## src/rtl/multi_range_sensor.sv

```systemverilog
// Round-robin ultrasonic range finder: triggers one sensor at a time, times the echo,
// converts the centimetre count to BCD and keeps a per-channel result store.
module multi_range_sensor #(
  parameter int CHANNELS     = 2,
  parameter int TRIG_CYCLES  = 1000,
  parameter int TICKS_PER_CM = 5800,
  parameter int MAX_CM       = 400,
  parameter int RISE_TIMEOUT = 3000000,
  parameter int GAP_CYCLES   = 6000000
) (
  input  logic                    clock,
  input  logic                    reset,
  input  logic                    enable,
  input  logic [CHANNELS-1:0]     pulse_pin,
  input  logic [2:0]              sel,
  output logic [CHANNELS-1:0]     trigger_pin,
  output logic [10*CHANNELS-1:0]  dist_cm,
  output logic [CHANNELS-1:0]     timeout,
  output logic [CHANNELS-1:0]     valid,
  output logic [3:0]              meters,
  output logic [3:0]              decimeters,
  output logic [3:0]              centimeters
);

  typedef enum logic [2:0] {IDLE, TRIG, WAIT_RISE, MEASURE, CONVERT, GAP} state_t;

  localparam logic [31:0] TRIG_LAST = 32'(TRIG_CYCLES - 1);
  localparam logic [31:0] RISE_LAST = 32'(RISE_TIMEOUT - 1);
  localparam logic [31:0] GAP_LAST  = 32'(GAP_CYCLES - 1);
  localparam logic [31:0] TICK_LAST = 32'(TICKS_PER_CM - 1);
  localparam logic [31:0] CONV_LAST = 32'd9;
  localparam logic [9:0]  MAX_VAL   = 10'(MAX_CM);
  localparam logic [2:0]  CH_LAST   = 3'(CHANNELS - 1);

  state_t               state, state_next;
  logic [CHANNELS-1:0]  sync1, sync2;
  logic [2:0]           ch;
  logic [31:0]          cnt, presc;
  logic [9:0]           cm, res, bin;
  logic [11:0]          bcd;
  logic                 flag;
  logic [11:0]          bcd_store [CHANNELS];
  logic                 echo, tick, presc_wrap, sat;
  logic [9:0]           conv_val;
  logic                 conv_flag;
  logic [21:0]          dd_next;
  logic [11:0]          sel_digits;

  // One double-dabble iteration on {bcd, bin}: add-3 correction, then shift left.
  function automatic logic [21:0] dd_step(input logic [21:0] v);
    logic [21:0] t;
    t = v;
    for (int unsigned d = 0; d < 3; d++) begin
      if (t[10+4*d +: 4] >= 4'd5) t[10+4*d +: 4] = t[10+4*d +: 4] + 4'd3;
    end
    return {t[20:0], 1'b0};
  endfunction

  always_comb begin
    echo = 1'b0;
    for (int unsigned i = 0; i < CHANNELS; i++) begin
      if (ch == 3'(i)) echo = sync2[i];
    end
  end

  // The rising-edge clock seen in WAIT_RISE is itself an echo-high clock and is counted.
  assign tick       = ((state == WAIT_RISE) || (state == MEASURE)) && echo;
  assign presc_wrap = (presc == TICK_LAST);
  assign sat        = tick && presc_wrap && (cm == MAX_VAL - 10'd1);
  assign dd_next    = dd_step({bcd, bin});

  always_comb begin
    state_next = state;
    conv_val   = '0;
    conv_flag  = 1'b0;
    case (state)
      IDLE:      if (enable) state_next = TRIG;
      TRIG:      if (cnt == TRIG_LAST) state_next = WAIT_RISE;
      WAIT_RISE: begin
        if (sat) begin
          state_next = CONVERT;
          conv_val   = MAX_VAL;
          conv_flag  = 1'b1;
        end else if (echo) begin
          state_next = MEASURE;
        end else if (cnt == RISE_LAST) begin
          state_next = CONVERT;
          conv_flag  = 1'b1;
        end
      end
      MEASURE: begin
        if (sat) begin
          state_next = CONVERT;
          conv_val   = MAX_VAL;
          conv_flag  = 1'b1;
        end else if (!echo) begin
          state_next = CONVERT;
          conv_val   = cm;
        end
      end
      CONVERT:   if (cnt == CONV_LAST) state_next = GAP;
      GAP:       if (cnt == GAP_LAST) state_next = enable ? TRIG : IDLE;
      default:   state_next = IDLE;
    endcase
  end

  always_ff @(posedge clock or posedge reset) begin
    if (reset) state <= IDLE;
    else       state <= state_next;
  end

  always_ff @(posedge clock or posedge reset) begin
    if (reset) begin
      sync1   <= '0;
      sync2   <= '0;
      ch      <= '0;
      cnt     <= '0;
      presc   <= '0;
      cm      <= '0;
      res     <= '0;
      bin     <= '0;
      bcd     <= '0;
      flag    <= 1'b0;
      dist_cm <= '0;
      timeout <= '0;
      valid   <= '0;
      for (int unsigned i = 0; i < CHANNELS; i++) bcd_store[i] <= '0;
    end else begin
      sync1 <= pulse_pin;
      sync2 <= sync1;
      cnt   <= (state_next != state) ? '0 : cnt + 32'd1;
      valid <= '0;
      case (state)
        TRIG: begin
          presc <= '0;
          cm    <= '0;
        end
        WAIT_RISE, MEASURE: begin
          if (tick) begin
            if (presc_wrap) begin
              presc <= '0;
              cm    <= cm + 10'd1;
            end else begin
              presc <= presc + 32'd1;
            end
          end
        end
        CONVERT: begin
          {bcd, bin} <= dd_next;
          if (cnt == CONV_LAST) begin
            for (int unsigned i = 0; i < CHANNELS; i++) begin
              if (ch == 3'(i)) begin
                dist_cm[10*i +: 10] <= res;
                timeout[i]          <= flag;
                bcd_store[i]        <= dd_next[21:10];
                valid[i]            <= 1'b1;
              end
            end
          end
        end
        GAP: if (cnt == GAP_LAST) ch <= (ch == CH_LAST) ? '0 : ch + 3'd1;
        default: ;
      endcase
      if ((state != CONVERT) && (state_next == CONVERT)) begin
        bin  <= conv_val;
        res  <= conv_val;
        bcd  <= '0;
        flag <= conv_flag;
      end
    end
  end

  always_comb begin
    trigger_pin = '0;
    if (state == TRIG) begin
      for (int unsigned i = 0; i < CHANNELS; i++) begin
        if (ch == 3'(i)) trigger_pin[i] = 1'b1;
      end
    end
  end

  always_comb begin
    sel_digits = '0;
    for (int unsigned i = 0; i < CHANNELS; i++) begin
      if (sel == 3'(i)) sel_digits = bcd_store[i];
    end
  end

  always_ff @(posedge clock or posedge reset) begin
    if (reset) {meters, decimeters, centimeters} <= '0;
    else       {meters, decimeters, centimeters} <= sel_digits;
  end

endmodule

```

## config.mk

```make
export PLATFORM = sky130hd
export DESIGN_NAME = multi_range_sensor
export DESIGN_NICKNAME = d
export VERILOG_FILES = /design/src/rtl/multi_range_sensor.sv
export SDC_FILE = /design/constraint.sdc
export NUM_CORES = 1
export LEC_CHECK = 0
export BUFFER_PORTS_ARGS = -buffer_cell sky130_fd_sc_hd__clkbuf_2
export CAP_MARGIN = 25
export CORE_ASPECT_RATIO = 1.75
export CORE_MARGIN = 3
export CORE_UTILIZATION = 60
export DETAILED_ROUTE_END_ITERATION = 8
export HOLD_SLACK_MARGIN = 0.03
export PLACE_DENSITY = 0.78
export SYNTH_ARGS = -nofsm -noshare
export SYNTH_HDL_FRONTEND = slang
export SYNTH_SLANG_ARGS = --single-unit
```

## constraint.sdc

```tcl
create_clock -name clock -period 8.5 [get_ports clock]
set_input_delay 0.85 -clock clock [delete_from_list [all_inputs] [get_ports clock]]
set_output_delay 0.85 -clock clock [all_outputs]
set_load 0.01 [all_outputs]
```

==> results.yml <==
sta:
  setup_viol: 0
  clock_skew_ps: 11.09
  tightestPinTransition_ps: 961.4
  rsz0062_at_grt: "no"
  post-route-period-util_pct: 38.96
  fin_crit_ps: 3312
  final_hold_viol_count: 0
  fin_tns_setup_ps: 0
  fmax_ghz: 0.3020
  relSlewSlack_pct: 35.32
  slew_viol_final: 0
power:
  swShare_pct: 23.26
  fin_total_pwr_mw: 1.617
  peakVddDrop_v: 0.00009975
  power_frac_seq_pct: 52.1
  p_clk_share_pct: 46.3
  p_leak_nw: 4.242
  comb_power_share_pct: 1.6
  p_sw_mw: 0.3762
  power-per-cell-area_mw_per_mm2: 169.0
  p_int_mw: 1.241
worst_setup_path:
  r2r-end: "cnt[31]"
  rr_worst_depth: 7
  cp.required_ps: 8830
  critical_path.startpoint: "presc[24]"
  critPathArrivalTime_ps: 3640
  path_max_fanout: 20
  cp-start-kind: "flop"
  cp-end-kind: "flop"
  worstSetupEndpoint: "cnt[31]"
  r2r_slack_ps: 5190
  worstReg2RegStart: "presc[24]"
  path_class: "reg2reg"
final_layout:
  fill_cells: 1054
  drive_above_1_share_pct: 17.07
  antenna_cells: 0
  nNetsFinal: 866
  area_growth_pct: 10.82
synthesis:
  syn_nets: 835
  yosys.area_share.simple_pct: 18.36
  synth_enable_flop_cells: 0
  synthCells: 817
  ys_ff_latch: 177
  synthXorXnorAreaFrac_pct: 5.882
  netlist_area_sq_mm: 0.008636
  ys_seq_area_share_pct: 51.29
  synth_common_cells: "177 x dfrtp_1, 65 x nand2_1, 63 x nor2_1"
  synthFlopType: "dfrtp_1"
  synth_top_cell_area_share_pct: 51.29
  synth.largest_area_cell: "dfrtp_1"
  synth_compound_area_share_pct: 11.95
  synth_area_leaders: "dfrtp_1 51%, xnor2_1 3.1%, mux2_4 3.0%"
  synthArstFlopShare_pct: 100.0
  ys_types: 57
  muxShareOfSynthArea_pct: 7.534
  yosys.cell_count.top_type: "dfrtp_1"
  synth_top_family_by_area: "simple AND/OR/NAND/NOR gates"
  avgSynthCellArea_sq_um: 10.57
  yosysWarningCount: 0
  synth_fa_ha_area_share_pct: 1.449
clock_tree:
  cts_buffer_depth: 2
  hold_buffers: 0
  cts_max_level: 4
  cts_buffers: 17
  clockRootBuffer: "clkbuf_16"
  cts-resized-gates: 0
  cts_tree: "yes"
  clock_latency_ps: 430
  clock-sinks: 177
  clkTransAtPathRegs_ps: 70
  postCtsSetupBuffers: 0
placed_design:
  portBuffers: 45
  dp_hpwl_mm: 12.84
  gp_congestion: 0.8599
global_route:
  grt_max_degree: 95
  grtUsageTotal_pct: 24.27
  gr-total-overflow: 0
  antenna_found_initial: 0
  grt_pass1_vias: 6578
  grt_first_pass_wirelength_mm: 31.79
die:
  die_h_um: 164.7
  die_w_um: 96.69
  ios: 46
  start_util_pct: 61.78
  core_sq_mm: 0.01398
  die_area_sq_mm: 0.01593
  rows: 57
detailed_routing:
  drt-vias-per-instance: 6.220
  dr.first_iter.drc_count: 425
  wl_per_cell_um: 18.07
  drtAntennaViolNets: 0
  vias: 6456
  drc: 0
  drt_pass1_iterations: 6
  drt-total-wl_mm: 18.75
run_status:
  status: "completed"
run:
  maxCapViolations: 0
min_path:
  hold_class: "reg2reg"
## stage by stage
step	utilization [%]	cells	hold WS [ps]	area [sq um]	worst slack (ps)
global placement	63.94	1002	337.4	8937	5094
detailed placement	64.13	1003	338.6	8965	5140
floorplan	-	817	331.2	8636	2848
CTS	68.18	1035	353.7	9530	5166
global route	68.47	1038	372.1	9570	4958
finish	68.47	1038	353.6	9570	5188
## cell families (layout without fill, tap and decap cells)
| family | count (synthesis) | count (layout) |
|---|---|---|
| flip-flops | 177 | 177 |
| adder cells (fa/ha/maj) | 10 | 10 |
| buffers and inverters | 65 | 109 |
| AO/OA/AOI/OAI | 156 | 156 |
| multiplexers | 54 | 54 |
| XOR/XNOR | 58 | 58 |
| AND/OR/NAND/NOR | 297 | 297 |
## worst min path at each step
stage             start  endpoint  cells after the start
2_1_floorplan  sync1[0]  sync2[0]                      0
3_3_place_gp   sync1[0]  sync2[0]                      0
3_5_place_dp   sync1[0]  sync2[0]                      0
4_1_cts        sync1[0]  sync2[0]                      0
5_1_grt        sync1[0]  sync2[0]                      0
6_report       sync1[0]  sync2[0]                      0
## state kept, by name, indices dropped and copies added (netlist names), 10 cells and up
signal	cells
res	10
bcd_store	24
bcd	12
cnt	32
cm	10
bin	10
dist_cm	20
presc	32
## power groups by stage
stage / sequential (mW) / combinational [mW] / clock, mW
finish: 0.843 / 0.0257 / 0.748
global route: 0.843 / 0.0295 / 0.792
CTS: 0.843 / 0.0252 / 0.757
detailed placement: 0.859 / 0.0252 / 0
global placement: 0.859 / 0.0244 / 0
floorplan: 0.859 / 0.0172 / 0
## critical path: stages, from the launching register on
cell and delay (ps):
dfrtp_1 440, nor4_1 430, nand3_1 170, nor4_2 460
o22ai_1 270, or4_1 870, buf_16 280, a211oi_1 260
## cell usage in the layout, fill, tap and decap left out, types with 14 or more instances in the layout
| cell | count |
|---|---|
| dfrtp_1 | 177 |
| nand2_1 | 65 |
| nor2_1 | 63 |
| clkbuf_2 | 46 |
| o21ai_0 | 44 |
| nand3_1 | 33 |
| xnor2_1 | 31 |
| a21oi_1 | 28 |
| xor2_1 | 27 |
| nand4_1 | 26 |
| a211oi_1 | 26 |
| mux2_2 | 20 |
| inv_1 | 20 |
| mux2i_1 | 17 |
| mux2_4 | 17 |
| clkbuf_16 | 17 |
| nor3_1 | 16 |
| nor4_1 | 15 |
| and3_1 | 14 |
## layer usage
layer	track usage, %	up-vias	share of wire, %
li1	-	3026	-
met1	27.50	3204	39
met2	44.72	180	55
met3	4.142	46	3.7
met4	10.67	0	2.7
met5	0	-	0
## cell type report
class	instances	area [sq um]	share of cell area [%]
clock inverter	13	122.6	1.281
sequential	177	4429	46.28
multi-input combinational	575	3925	41.01
timing repair buffer	56	345.3	3.608
tap	177	221.5	2.314
inverter	21	83.83	0.8759
clock buffer	19	442.9	4.628
Power figures use the tool's default switching activity.
